--- config.mk ---
export PLATFORM = sky130hd
export DESIGN_NAME = reg_file_write_decoder
export DESIGN_NICKNAME = d
export VERILOG_FILES = /design/src/rtl/reg_file_write_decoder.sv
export SDC_FILE = /design/constraint.sdc
export NUM_CORES = 1
export LEC_CHECK = 0
export CAP_MARGIN = 20
export CORE_MARGIN = 2
export CORE_UTILIZATION = 40
export CTS_CLUSTER_SIZE = 14
export DETAILED_ROUTE_END_ITERATION = 16
export DONT_BUFFER_PORTS = 1
export GPL_TIMING_DRIVEN = 1
export PLACE_DENSITY_LB_ADDON = 0.15
export SYNTH_ARGS = -nofsm -noshare
export SYNTH_HDL_FRONTEND = slang
export SYNTH_SLANG_ARGS = --single-unit
export TNS_END_PERCENT = 5
--- constraint.sdc ---
create_clock -name clk_i -period 11.9 [get_ports clk_i]
set_clock_uncertainty 0.1 [all_clocks]
set_input_delay 2.38 -clock clk_i [delete_from_list [all_inputs] [get_ports clk_i]]
set_output_delay 2.38 -clock clk_i [all_outputs]
set_load 0.05 [all_outputs]
--- src/rtl/reg_file_write_decoder.sv ---
// ============================================================================
// Module   : reg_file_write_decoder
// Purpose  : 8-entry register file with a one-hot write decoder, two async reads
// Revision : 1.0 - initial release
// ============================================================================
`default_nettype none

module reg_file_write_decoder #(
  parameter int WIDTH    = 32,
  parameter bit ZERO_REG = 1'b1
) (
  input  logic             clk_i,
  input  logic             reset_i,
  input  logic             write_enable_i,
  input  logic [2:0]       write_addr_i,
  input  logic [WIDTH-1:0] write_data_i,
  input  logic [2:0]       read_addr1_i,
  input  logic [2:0]       read_addr2_i,
  output logic [WIDTH-1:0] read_data1_o,
  output logic [WIDTH-1:0] read_data2_o,
  output logic [7:0]       write_onehot_o,
  output logic [7:0]       write_count_o
);

  localparam logic [7:0] ACCEPT_MASK = ZERO_REG ? 8'hFE : 8'hFF;

  logic [WIDTH-1:0] regs_q [8];
  logic [7:0]       strobe;
  logic [7:0]       wr_mask;
  logic [7:0]       write_onehot_q, write_onehot_d;
  logic [7:0]       write_count_q,  write_count_d;

  // Enable gates every bit, so an unknown address with enable low strobes nothing.
  always_comb begin
    strobe = 8'h00;
    for (int i = 0; i < 8; i++) begin
      strobe[i] = write_enable_i && (write_addr_i == 3'(i));
    end
  end

  assign wr_mask        = strobe & ACCEPT_MASK;
  assign write_onehot_d = wr_mask;
  assign write_count_d  = write_count_q + {7'd0, |wr_mask};

  always_ff @(posedge clk_i or posedge reset_i) begin
    if (reset_i) begin
      for (int i = 0; i < 8; i++) begin
        regs_q[i] <= '0;
      end
      write_onehot_q <= 8'h00;
      write_count_q  <= 8'h00;
    end else begin
      for (int i = 0; i < 8; i++) begin
        if (wr_mask[i]) begin
          regs_q[i] <= write_data_i;
        end
      end
      write_onehot_q <= write_onehot_d;
      write_count_q  <= write_count_d;
    end
  end

  // No write bypass: a same-cycle read sees the stored (old) value.
  assign read_data1_o   = regs_q[read_addr1_i];
  assign read_data2_o   = regs_q[read_addr2_i];
  assign write_onehot_o = write_onehot_q;
  assign write_count_o  = write_count_q;

endmodule

`default_nettype wire

* Word level (Yosys, flattened, before mapping)
Index checks and enable logic that the tools add are counted.
** Storage, ports and cells
- Register bits :: 239
- Output and inout port bits :: 80
** Cells by class
- Reduce and logical (&&, ||, !) cells :: 8
- Magnitude comparators :: 2
- Add/sub/neg operators :: 1
- Bitwise gates (word level) :: 2
- Multiplexer cells :: 6
- Equality and inequality tests :: 7
** Operators by type and width (number)
- 32-bit binary-select mux with 3-bit select :: 2
- 32-bit 2-to-1 mux :: 4
- 3-bit == test, second input constant :: 4
- 8-bit by 1-bit adder with 8-bit output :: 1
- 4-bit >= comparator, second input constant :: 2
- 3-bit inverter with 4-bit output :: 2
- 1-bit logical AND :: 7
- 7-bit OR reduction :: 1
- 3-bit by 2-bit == test with 1-bit output, second input constant :: 2
- 3-bit by 1-bit == test with 1-bit output, second input constant :: 1

* Logic depth before layout (Yosys ltp)
- Word-level depth :: 4
- Mapped depth :: 7

* Least setup slack after synthesis
OpenSTA, ideal clock, no wires.
- Path type :: input -> output
- Start :: input port read_addr1_i[1]
- End :: output port read_data1_o[10]
- Data required time :: 9.420 ns
- Slack :: 5.150 ns
- Arrival :: 4.270 ns
- Stages on the path :: 5
- Cell sequence :: buf_2 -> buf_4 -> clkbuf_4 -> mux2i_1 -> a221oi_1
** Between the ends
- Longest elaborated chain between the ends :: 4
** RTL lines
- start, declared :: line 17 : input logic [2:0] read_addr1_i,
- 3-bit inverter with 4-bit output (implied by the code) :: line 64 : assign read_data1_o = regs_q[read_addr1_i];
- 32-bit binary-select mux with 3-bit select :: line 64
- 32-bit 2-to-1 mux (implied by the code) (2 in a row) :: line 64
- end, declared :: line 19 : output logic [WIDTH-1:0] read_data1_o,
No other way between the ends. The select of a mux whose other input is x is not followed.

* Worst setup path after layout
- Start :: input port read_addr2_i[1]
- End :: output port read_data2_o[30]
** Between the ends
- Longest elaborated chain between the ends :: 4
** RTL lines
- start, declared :: line 18 : input logic [2:0] read_addr2_i,
- 3-bit inverter with 4-bit output (implied by the code) :: line 65 : assign read_data2_o = regs_q[read_addr2_i];
- 32-bit binary-select mux with 3-bit select :: line 65
- 32-bit 2-to-1 mux (implied by the code) (2 in a row) :: line 65
- end, declared :: line 20 : output logic [WIDTH-1:0] read_data2_o,
No other way between the ends. The select of a mux whose other input is x is not followed.

==> run summary <==
The share of total power consumed by net switching is 32.4%. TritonCTS built the clock tree. The total internal power came out at 1.80 mW.

The maximum fanout count along the critical path came out at 97. The number of antenna violations at the first check in global routing was 0. The synthesis-to-finish area growth is 12.1%. The post-CTS setup buffer count is 0. The part of the total power dissipated in sequential elements came out at 43.9%.

The path depth of the worst reg2reg path came out at 5. Data arrives at the worst endpoint at 4.29 ns. The total overflow reported by the global router is 0.

The number of buffers added on ports came out at 0. Setup violations remaining at the end of the flow were counted as 0. Power spread over the standard cell area amounts to 189 mW/mm^2. The total core area came out at 0.0307 mm^2.

The clock passes through at most 3 buffers. The portion of synthesized area spent on multiplexers is 37.0%. The shortest period the worst path allows came out at 6.77 ns. The repair_antennas step left the layout with diodes totalling 0. The total clock buffers created by CTS is 29.

The origin of the worst min-delay path is regs_q[148]$_DFFE_PP0P_. Of the total synthesized cell area, the portion taken by XOR and XNOR cells is 0.420%. The reg-to-reg endpoint is write_count_o[6]$_DFF_PP0_. The post-synthesis average cell area came out at 13.8 um^2. Setup total negative slack on the finished layout was measured at 0 ns.

The leading cell type in the layout, fill and taps excluded is mux2_2. The iteration count of the initial detailed-routing pass is 5. Entering global routing, the biggest net connects 109 pins. Registers take 0.00598 mm^2. Measured against its own limit, the worst slew margin works out to 33.3%. For the pin with the worst max-slew slack, the measured transition is 1.16 ns. The run finished with clean final reports.

The number of synthesized register bits came out at 239. The total global routing track utilization is 21.0%. The wire length per cell came out at 26.5 um. In this run the worst setup path begins at read_addr2_i[1]. The final worst-path cycle share came out at 56.9%. The insertion delay of the later-clocked pin in the worst-skew pair is 0.54 ns. The highest achievable clock rate came out at 148 MHz. Synthesis produced 906 cells. The wire length of the first global-routing pass is 53,200 um. The post-route total power came out at 2.66 mW.

The H-tree depth is 1. The violation count after the first detailed-routing iteration is 419. The capturing element type of the critical path is a primary output. In this run the worst hold path is classified as flop to flop.

The detailed router placed 7,852 vias in this run. In the layout the commonest cells are 259 x mux2_2, 239 x dfrtp_1, 128 x mux2i_1. The post-placement cell count is 1,238. For the worst setup path, the data required time is 9.42 ns. The reg-to-reg setup timing slack is 10.16 ns.

The I/O pin count is 124. The total standard cell area after synthesis came out at 0.0125 mm^2. The number of inserted filler cells in the final layout is 2,796. For this run, design rule violations remaining after detail routing come to 0.

The clock sink count is 239. The die is 181 um tall. The synthesized netlist devotes 9.02% of its cell area to compound gates. The number of core rows is 64.

The final weighted congestion of routability-driven global placement is 0.712. The initial core utilization is 40.7%. The number of gates resized after CTS came out at 0.

Max-cap violations in this run came to 0. The number of warnings printed during yosys synthesis is 0. The tree is rooted in a clkbuf_16.

The count of endpoints failing hold in the final timing report is 0. The non-filler instance count after layout is 1,290. The floorplan step defined a die boundary enclosing 0.0327 mm^2. Combinational cells account for 24.2% of the total power.

The category of the worst setup path launch point is an input port. Across all hold checks on the routed design, the worst slack comes to 0.420 ns. The worst hold path terminates at regs_q[148]$_DFFE_PP0P_.

Dividing the detail-routed via count by the number of cells gives 6.09. The detail route stage leaves a number of antenna-violating nets equal to 0. The number of nets produced by synthesis came out at 952. The number of distinct library cells after synthesis came out at 31. The die outline width is 181 um. After detailed routing, the total wire length is 34,200 um.

The critical path is of the input port to primary output type. The number of global-route vias before repair came out at 8,525. The share of post-route cells with drive strength above 1 came out at 47.9%. The final number of max-transition violations was 0. The number of nets at the end of the flow is 920. The clock share of power came out at 31.9%.

The instance count along the most critical hold path is 1. The adder and majority gate portion of the synthesized area is 0.200%. The multi-input combinational cell area is 0.00643 mm^2. The startpoint identified for the worst register-to-register timing path is write_count_o[0]$_DFF_PP0_. The area share of and/or/nand/nor cells after synthesis is 1.39%. The post-DP HPWL is 18,400 um.

Buffers inserted to repair hold after CTS numbered 0. For this design the static power due to leakage is 6.10 nW. The clock transition time at the flip-flop clock pins of the worst setup and hold paths came out at 0.06 ns. Setup repair after global routing left no endpoint under its margin. The net switching power figure is 862 uW. By area, the combinational part of the netlist is dominated by multiplexers.

The register area share after synthesis came out at 47.8%. VDD sags by at most 132 uV.
## worst max path at each step
stage	to	slack, ns	cells past startpoint
2_1_floorplan	regs_q[0]$_DFFE_PP0P_	2.86	1
3_3_place_gp	read_data2_o[29]	5.16	4
3_5_place_dp	read_data2_o[29]	5.14	4
4_1_cts	read_data2_o[29]	5.15	4
5_1_grt	read_data2_o[30]	5.09	4
6_report	read_data2_o[30]	5.13	4
## cells by family after synthesis
group	Yosys count
muxes	416
other	1
adders and majority gates	2
xor gates and xnor gates	6
buffers and inverters	89
DFF	239
and+or+nand+nor	24
AOI/OAI and AO/OA	129
## worst max-delay path, stage by stage
cell and delay, ns:
nor2b_4 0.51, buf_4 0.39, a221oi_1 0.15, a221oi_2 0.82
## layer usage
layer | GRT usage [%] | wire length [um] | vias up
li1 | - | - | 3479
met1 | 27.3 | 15300 | 4120
met2 | 35.6 | 16300 | 194
met3 | 4.25 | 1780 | 59
met4 | 5.79 | 867 | 0
met5 | 0 | 0 | -
## synth_stat cells
| cell | count | share of area [%] |
|---|---|---|
| nand4b_1 | 1 | 0.070 |
| nand2b_4 | 2 | 0.22 |
| clkbuf_1 | 30 | 0.90 |
| xor2_1 | 4 | 0.28 |
| dfrtp_1 | 239 | 48 |
| buf_6 | 5 | 0.45 |
| nand4b_2 | 1 | 0.12 |
| o31a_1 | 1 | 0.070 |
| buf_12 | 3 | 0.48 |
| nand4_1 | 1 | 0.050 |
| nor3b_4 | 1 | 0.15 |
| and2_1 | 2 | 0.10 |
| mux2_2 | 259 | 23 |
| inv_1 | 5 | 0.15 |
| mux2i_1 | 128 | 10 |
| conb_1 | 1 | 0.030 |
| nor3_2 | 1 | 0.080 |
| a221oi_1 | 128 | 9.0 |
| nand3_1 | 2 | 0.080 |
| ha_1 | 2 | 0.20 |
| xnor2_1 | 2 | 0.14 |
| nand2_1 | 4 | 0.12 |
| nor3_1 | 1 | 0.040 |
| nor2b_1 | 4 | 0.20 |
| buf_4 | 15 | 0.90 |
| or2_1 | 1 | 0.050 |
| nor2_2 | 1 | 0.050 |
| nor2_1 | 2 | 0.060 |
| mux2_4 | 29 | 3.5 |
| clkbuf_4 | 4 | 0.24 |
| buf_2 | 27 | 1.1 |
## per-stage QoR
step                      cell area [um^2]  setup slack (ns)  util, %
after floorplan                      12500              2.86        -
after global placement               13100              5.16     42.5
after detailed placement             13100              5.14     42.5
after CTS                            14000              5.15     45.6
after global routing                 14000              5.09     45.7
final                                14000              5.13     45.7
## power groups by stage
| stage | sequential [mW] | clock [mW] | combinational, mW |
|---|---|---|---|
| after floorplan | 1.14 | 0 | 0.551 |
| after global placement | 1.17 | 0 | 0.640 |
| after detailed placement | 1.18 | 0 | 0.649 |
| after CTS | 1.16 | 0.875 | 0.649 |
| after global routing | 1.19 | 0.905 | 0.689 |
| final | 1.17 | 0.850 | 0.643 |
## layout make-up
cell class                      instances  area share [%]
Multi-Input combinational cell        578            45.8
Sequential cell                       239            42.6
Clock buffer                           45            6.38
Tap cell                              396            3.53
Timing Repair Buffer                   21            1.27
Clock inverter                          6           0.232
Inverter                                5           0.187
## registers in the layout (all words and copies together), names as in the netlist
name and count:
write_onehot_o 7, write_count_o 8, regs_q 224
(Power assumes the default switching activity.)
